`src/rtl/bpb_update_sched_pkg.sv`:
```
// Shared BPB scheduler definitions: geometry, write-mode and FSM encodings, queue entry type.
// No logic; imported by the scheduler, its FIFO, its interface and the bench.
package bpb_update_sched_pkg;
  localparam int DEPTH  = 8;
  localparam int ADDR   = $clog2(DEPTH);
  localparam int WIDTH  = 2;
  localparam int QDEPTH = 4;
  localparam int QADDR  = $clog2(QDEPTH);
  localparam logic [WIDTH-1:0] INIT_VAL = 2'b10;

  typedef enum logic {
    WR_MODE_CNT  = 1'b0,
    WR_MODE_LOAD = 1'b1
  } wr_mode_e;

  typedef enum logic [1:0] {
    ST_IDLE = 2'd0,
    ST_INIT = 2'd1,
    ST_RUN  = 2'd2
  } state_e;

  typedef struct packed {
    logic [ADDR-1:0] addr;
    logic            res;
  } upd_t;
endpackage

```
`src/rtl/bpb_update_sched_if.sv`:
```
// CDB, DU and BPB-write signals of the update scheduler; master = scheduler side.
// Pure wiring, no latency; sched_full is the backpressure toward the CDB arbiter.
interface bpb_update_sched_if;
  import bpb_update_sched_pkg::*;

  logic             cdb_branch;
  logic [ADDR-1:0]  cdb_bpb_addr;
  logic             cdb_branch_res;
  logic             sched_full;
  logic             sched_ovf;
  logic             du_branch;
  logic [ADDR-1:0]  du_bpb_addr;
  logic             sched_du_stall;
  logic             bpb_ready;
  logic             bpb_wr_en;
  logic             bpb_wr_mode;
  logic [ADDR-1:0]  bpb_wr_addr;
  logic             bpb_wr_res;
  logic [WIDTH-1:0] bpb_wr_data;

  modport master (
    input  cdb_branch, cdb_bpb_addr, cdb_branch_res, du_branch, du_bpb_addr,
    output sched_full, sched_ovf, sched_du_stall, bpb_ready,
           bpb_wr_en, bpb_wr_mode, bpb_wr_addr, bpb_wr_res, bpb_wr_data
  );

  modport slave (
    output cdb_branch, cdb_bpb_addr, cdb_branch_res, du_branch, du_bpb_addr,
    input  sched_full, sched_ovf, sched_du_stall, bpb_ready,
           bpb_wr_en, bpb_wr_mode, bpb_wr_addr, bpb_wr_res, bpb_wr_data
  );
endinterface

```
`src/rtl/bpb_update_sched_fifo.sv`:
```
// QDEPTH-entry register FIFO of pending BPB updates, exposing per-slot valid/addr for lookups.
// Head visible same cycle it is written+1; push ignored when full, pop ignored when empty.
module bpb_update_sched_fifo
  import bpb_update_sched_pkg::*;
(
  input  logic                          clk,
  input  logic                          reset,
  input  logic                          push,
  input  upd_t                          push_dat,
  input  logic                          pop,
  output upd_t                          head_dat,
  output logic                          full,
  output logic                          empty,
  output logic [QDEPTH-1:0]             ent_vld,
  output logic [QDEPTH-1:0][ADDR-1:0]   ent_addr
);
  upd_t             mem [QDEPTH];
  logic [QADDR-1:0] rd_ptr;
  logic [QADDR-1:0] wr_ptr;
  logic [QADDR:0]   count;
  logic             do_push;
  logic             do_pop;

  assign full     = (count == (QADDR+1)'(QDEPTH));
  assign empty    = (count == '0);
  assign do_push  = push & ~full;
  assign do_pop   = pop & ~empty;
  assign head_dat = mem[rd_ptr];

  always_comb begin
    for (int i = 0; i < QDEPTH; i++) ent_addr[i] = mem[i].addr;
  end

  always_ff @(posedge clk or negedge reset) begin
    if (!reset) begin
      rd_ptr  <= '0;
      wr_ptr  <= '0;
      count   <= '0;
      ent_vld <= '0;
      for (int i = 0; i < QDEPTH; i++) mem[i] <= '0;
    end else begin
      if (do_push) begin
        mem[wr_ptr] <= push_dat;
        wr_ptr      <= wr_ptr + 1'b1;
      end
      if (do_pop) rd_ptr <= rd_ptr + 1'b1;
      if (do_push && !do_pop) count <= count + 1'b1;
      else if (do_pop && !do_push) count <= count - 1'b1;
      // push and pop never target the same slot: pop needs !empty, push needs !full
      for (int i = 0; i < QDEPTH; i++) begin
        if (do_pop && rd_ptr == QADDR'(i)) ent_vld[i] <= 1'b0;
        if (do_push && wr_ptr == QADDR'(i)) ent_vld[i] <= 1'b1;
      end
    end
  end
endmodule

```
`src/rtl/bpb_update_sched.sv`:
```
// Sequences BPB writes: post-reset init sweep, then FIFO-ordered CDB branch updates, one per cycle.
// Latency 1 cycle from accept to write on an empty queue; sched_full backpressures CDB, stall holds DU.
module bpb_update_sched
  import bpb_update_sched_pkg::*;
(
  input logic              clk,
  input logic              reset,
  bpb_update_sched_if.master bus
);
  state_e                    state;
  state_e                    state_nxt;
  logic [ADDR-1:0]           init_cnt;
  logic                      ovf;
  logic                      full;
  logic                      empty;
  logic                      push;
  logic                      pop;
  logic                      hit;
  upd_t                      head;
  upd_t                      push_dat;
  logic [QDEPTH-1:0]         ent_vld;
  logic [QDEPTH-1:0][ADDR-1:0] ent_addr;
  logic                      ready;
  logic                      wr_en;
  wr_mode_e                  wr_mode;
  logic [ADDR-1:0]           wr_addr;
  logic                      wr_res;
  logic [WIDTH-1:0]          wr_data;

  assign push          = bus.cdb_branch & ~full;
  assign pop           = ready & ~empty;
  assign push_dat.addr = bus.cdb_bpb_addr;
  assign push_dat.res  = bus.cdb_branch_res;

  bpb_update_sched_fifo u_fifo (
    .clk      (clk),
    .reset    (reset),
    .push     (push),
    .push_dat (push_dat),
    .pop      (pop),
    .head_dat (head),
    .full     (full),
    .empty    (empty),
    .ent_vld  (ent_vld),
    .ent_addr (ent_addr)
  );

  always_ff @(posedge clk or negedge reset) begin
    if (!reset) begin
      state    <= ST_IDLE;
      init_cnt <= '0;
      ovf      <= 1'b0;
    end else begin
      state <= state_nxt;
      if (state == ST_INIT) init_cnt <= init_cnt + 1'b1;
      if (bus.cdb_branch && full) ovf <= 1'b1;
    end
  end

  always_comb begin
    state_nxt = state;
    ready     = 1'b0;
    wr_en     = 1'b0;
    wr_mode   = WR_MODE_CNT;
    wr_addr   = '0;
    wr_res    = 1'b0;
    wr_data   = '0;
    unique case (state)
      ST_IDLE: state_nxt = ST_INIT;
      ST_INIT: begin
        wr_en   = 1'b1;
        wr_mode = WR_MODE_LOAD;
        wr_addr = init_cnt;
        wr_data = INIT_VAL;
        if (init_cnt == ADDR'(DEPTH-1)) state_nxt = ST_RUN;
      end
      ST_RUN: begin
        ready   = 1'b1;
        wr_en   = ~empty;
        wr_addr = head.addr;
        wr_res  = head.res;
      end
      default: state_nxt = ST_IDLE;
    endcase
  end

  // The head being written this cycle is still marked valid, so it also stalls the DU.
  always_comb begin
    hit = bus.cdb_branch && (bus.cdb_bpb_addr == bus.du_bpb_addr);
    for (int i = 0; i < QDEPTH; i++) begin
      if (ent_vld[i] && ent_addr[i] == bus.du_bpb_addr) hit = 1'b1;
    end
  end

  assign bus.sched_full     = full;
  assign bus.sched_ovf      = ovf;
  assign bus.sched_du_stall = ~ready | (bus.du_branch & hit);
  assign bus.bpb_ready      = ready;
  assign bus.bpb_wr_en      = wr_en;
  assign bus.bpb_wr_mode    = wr_mode;
  assign bus.bpb_wr_addr    = wr_addr;
  assign bus.bpb_wr_res     = wr_res;
  assign bus.bpb_wr_data    = wr_data;
endmodule

```
`src/flat_wrapper.sv`:
```
// flat-port wrapper written by rule: the top's interface ports become plain ports
module bpb_update_sched_flat import bpb_update_sched_pkg::*;
  (clk, reset, bus_cdb_branch, bus_cdb_bpb_addr, bus_cdb_branch_res, bus_du_branch, bus_du_bpb_addr, bus_sched_full, bus_sched_ovf, bus_sched_du_stall, bus_bpb_ready, bus_bpb_wr_en, bus_bpb_wr_mode, bus_bpb_wr_addr, bus_bpb_wr_res, bus_bpb_wr_data);
  bpb_update_sched_if bus_i ();
  input logic clk;
  input logic reset;
  input wire logic [$bits(bus_i.cdb_branch)-1:0] bus_cdb_branch;
  input wire logic [$bits(bus_i.cdb_bpb_addr)-1:0] bus_cdb_bpb_addr;
  input wire logic [$bits(bus_i.cdb_branch_res)-1:0] bus_cdb_branch_res;
  input wire logic [$bits(bus_i.du_branch)-1:0] bus_du_branch;
  input wire logic [$bits(bus_i.du_bpb_addr)-1:0] bus_du_bpb_addr;
  output wire logic [$bits(bus_i.sched_full)-1:0] bus_sched_full;
  output wire logic [$bits(bus_i.sched_ovf)-1:0] bus_sched_ovf;
  output wire logic [$bits(bus_i.sched_du_stall)-1:0] bus_sched_du_stall;
  output wire logic [$bits(bus_i.bpb_ready)-1:0] bus_bpb_ready;
  output wire logic [$bits(bus_i.bpb_wr_en)-1:0] bus_bpb_wr_en;
  output wire logic [$bits(bus_i.bpb_wr_mode)-1:0] bus_bpb_wr_mode;
  output wire logic [$bits(bus_i.bpb_wr_addr)-1:0] bus_bpb_wr_addr;
  output wire logic [$bits(bus_i.bpb_wr_res)-1:0] bus_bpb_wr_res;
  output wire logic [$bits(bus_i.bpb_wr_data)-1:0] bus_bpb_wr_data;
  assign bus_i.cdb_branch = bus_cdb_branch;
  assign bus_i.cdb_bpb_addr = bus_cdb_bpb_addr;
  assign bus_i.cdb_branch_res = bus_cdb_branch_res;
  assign bus_i.du_branch = bus_du_branch;
  assign bus_i.du_bpb_addr = bus_du_bpb_addr;
  assign bus_sched_full = bus_i.sched_full;
  assign bus_sched_ovf = bus_i.sched_ovf;
  assign bus_sched_du_stall = bus_i.sched_du_stall;
  assign bus_bpb_ready = bus_i.bpb_ready;
  assign bus_bpb_wr_en = bus_i.bpb_wr_en;
  assign bus_bpb_wr_mode = bus_i.bpb_wr_mode;
  assign bus_bpb_wr_addr = bus_i.bpb_wr_addr;
  assign bus_bpb_wr_res = bus_i.bpb_wr_res;
  assign bus_bpb_wr_data = bus_i.bpb_wr_data;
  bpb_update_sched u_core (.clk(clk), .reset(reset), .bus(bus_i));
endmodule
```
`config.mk`:
```
export PLATFORM = sky130hd
export DESIGN_NAME = bpb_update_sched_flat
export DESIGN_NICKNAME = d
export VERILOG_FILES = /design/src/rtl/bpb_update_sched_pkg.sv /design/src/rtl/bpb_update_sched_if.sv /design/src/rtl/bpb_update_sched_fifo.sv /design/src/rtl/bpb_update_sched.sv /design/src/flat_wrapper.sv
export SDC_FILE = /design/constraint.sdc
export NUM_CORES = 1
export LEC_CHECK = 0
export ABC_AREA = 0
export CORE_MARGIN = 5
export CORE_UTILIZATION = 45
export CTS_BUF_LIST = sky130_fd_sc_hd__clkbuf_4
export DETAILED_ROUTE_END_ITERATION = 7
export HOLD_SLACK_MARGIN = 0.12
export MAX_ROUTING_LAYER = met4
export PLACE_DENSITY_LB_ADDON = 0.25
export SLEW_MARGIN = 20
export SYNTH_ARGS = -nofsm -noshare
export SYNTH_HDL_FRONTEND = slang
export SYNTH_SLANG_ARGS = --single-unit
```
`constraint.sdc`:
```
create_clock -name clk -period 3.6 [get_ports clk]
set_clock_uncertainty 0.05 [all_clocks]
set_input_delay 0.54 -clock clk [delete_from_list [all_inputs] [get_ports clk]]
set_output_delay 0.54 -clock clk [all_outputs]
set_load 0.01 [all_outputs]
```
==> flow_summary.yaml <==
status:
  status: "finished clean"
die:
  die_area_um2: 5900
  core_area_um2: 4350
  row_count: 24
  die_h_um: 76.8
  initial_core_util_pct: 46.1
  die_width_um: 76.8
  num_io_pins: 23
power:
  swShare_pct: 36.5
  power.internal_mw: 1.18
  p_sw_mw: 0.681
  vdd_drop_max_uv: 361
  seq_power_share_pct: 38.2
  p_clk_share_pct: 10.7
  cellPowerDensity_nw_per_um2: 818
  p_leak_nw: 1.05
  combPwrFrac_pct: 51.1
setup_path:
  r2r_cells: 8
  r2r-start: "u_core.state[0]"
  end_kind: "output port"
  r2r-end: "u_core.u_fifo.count[1]"
  cp_data_required_time_ns: 3.01
  worstPathArrival_ns: 2.38
  crit_type: "in2out"
  worstPathMaxFanout: 5
  worst_setup_path_start_kind: "input pin"
  regToRegSetupSlack_ns: 1.19
yosys:
  syn-cell-area_um2: 2010
  synthCells: 158
  ys_ff_latch: 33
  synth_warnings: 0
  ys.flop_type: "dfrtp_1"
  ys_types: 30
  syn_area_per_cell_um2: 12.7
  synth_edf_count: 0
  synthTopCellsByCount: "dfrtp_1, xnor2_1, mux2_4"
  synth_top_area_share_pct: 41.1
  synth_fp_nets: 184
  post-synth-top-count-cell: "dfrtp_1"
  synth-seq-area-share_pct: 41.1
  synth_top_area_cell: "dfrtp_1"
  synthArstFlopShare_pct: 100
  synth_area_leaders: "dfrtp_1, mux2_4, ha_1"
grt:
  grt_start_max_net_pins: 34
  grt_pass1_wl_um: 6340
  overflow: 0
  first_global_vias: 1262
  grtUsageTotal_pct: 14.0
  antenna_found_initial: 0
route:
  drc: 0
  ant_nets: 0
  wl_per_cell_um: 16.5
  vias: 1169
  drtIter0Drc: 53
  vias_per_cell: 5.08
  first_pass_iters: 4
  wl_um: 3790
placement:
  io_buffers: 21
  dpl_cell_area_um2: 2230
  gp_congestion: 0.863
  dp_hpwl_um: 2910
clock_network:
  hold_buffers: 0
  cts_setup_buffers: 0
  cts_sinks: 33
  cts_buffers: 5
  ctsResizeCount: 0
  root_buffer: "clkbuf_4"
  clkTransAtPathRegs_ns: 0.09
  cts_tree: "yes"
  clock_path_buffers: 2
  htreeDepth: 2
  worstSkewPairLatency_ns: 0.32
cells_and_area:
  drive_gt1_share_pct: 21.9
  antenna_cells: 0
  area_growth_pct: 13.5
  seq_area_um2: 826
  fill_cells: 380
  nets: 204
  multi_input_area_um2: 1080
  finalInstanceArea_um2: 2280
timing:
  setup-violations-final: 0
  final-hold-violation-count: 0
  rsz0062_at_grt: "no"
  slew_viol_final: 0
  whs_ns: 0.410
  fmax_mhz: 337
  fin_setup_tns_ns: 0
  fin_crit_sh_pct: 82.5
  period_needed_ns: 2.97
worst_hold_path:
  min_to: "u_core.bus.sched_ovf"
  hold_path.class: "reg2reg"
  hp-start: "u_core.bus.sched_ovf"
  worstHoldPathCells: 1
job:
  drv_cap: 0
-- per-layer routing --
metal,track usage (%),vias up,wire length (µm)
li1,-,566,-
met1,17.7,579,1780
met2,21.9,20,1850
met3,3.40,4,120
met4,4.72,0,40
met5,-,-,0
-- power groups by stage --
stage               logic (mW)  clock network (mW)  registers, mW
floorplan                0.732                   0          0.657
global placement         0.927                   0          0.711
detailed placement       0.963                   0          0.718
CTS                      0.966               0.207          0.711
global route              1.02               0.226          0.736
finish                   0.953               0.199          0.711
-- cells by family after synthesis --
family	share of synthesized area, %
DFF	41.1
and+or+nand+nor	12.0
muxes	18.1
xor gates and xnor gates	9.16
buffers and inverters	5.11
adders and majority gates	9.73
AOI/OAI and AO/OA	4.49
other	0.187
-- stage by stage --
stage               setup slack [ns]  total power, mW  utilization (%)  cells
floorplan                       1.32             1.39                -    158
global placement               0.629             1.64             51.2    223
detailed placement             0.639             1.68             51.2    223
CTS                            0.635             1.88             52.3    230
global route                   0.533             1.98             52.3    230
finish                         0.630             1.86             52.3    230
-- cell type report --
type                       count  share of cell area [%]
timing repair buffer          23                    9.89
tap                           52                    2.86
multi-input combinational    106                    47.4
clock buffer                   6                    1.98
sequential                    33                    36.3
clock inverter                 1                   0.165
inverter                       9                    1.48
-- how the worst max path moves through the flow --
stage,from,end,cells after the start
2_1_floorplan,u_core.state[0],u_core.u_fifo.count[2],12
4_1_cts,bus_du_bpb_addr[2],bus_sched_du_stall,6
3_3_place_gp,bus_du_bpb_addr[2],bus_sched_du_stall,6
5_1_grt,bus_du_bpb_addr[1],bus_sched_du_stall,6
3_5_place_dp,bus_du_bpb_addr[2],bus_sched_du_stall,6
6_report,bus_du_bpb_addr[1],bus_sched_du_stall,6
-- sequential cells by signal, summed over array words and instances (netlist names) --
name and flops:
u_core.u_fifo.ent_addr 12, u_core.u_fifo.ent_vld 4, u_core.u_fifo.mem 4, u_core.init_cnt 3, u_core.u_fifo.count 3, u_core.state 2, u_core.u_fifo.rd_ptr 2, u_core.u_fifo.wr_ptr 2
u_core.bus.sched_ovf 1
-- worst max-delay path, stage by stage --
cell	delay (ns)
clkdlybuf4s50_1	0.62
xnor2_1	0.16
nand4_1	0.11
and3_1	0.18
a41oi_1	0.19
clkdlybuf4s50_1	0.58
-- cell usage in the layout (no fill, tap or decap), drive strengths merged, types with 5 or more instances in the layout --
cell type | Yosys | final
clkbuf | 1 | 6
clkdlybuf4s50 | 0 | 21
dfrtp | 33 | 33
ha | 14 | 14
inv | 9 | 9
mux2 | 19 | 19
nand2 | 19 | 19
nand4 | 5 | 5
nor2b | 5 | 5
xnor2 | 18 | 18
No activity file was read; power rests on OpenSTA's default activity.
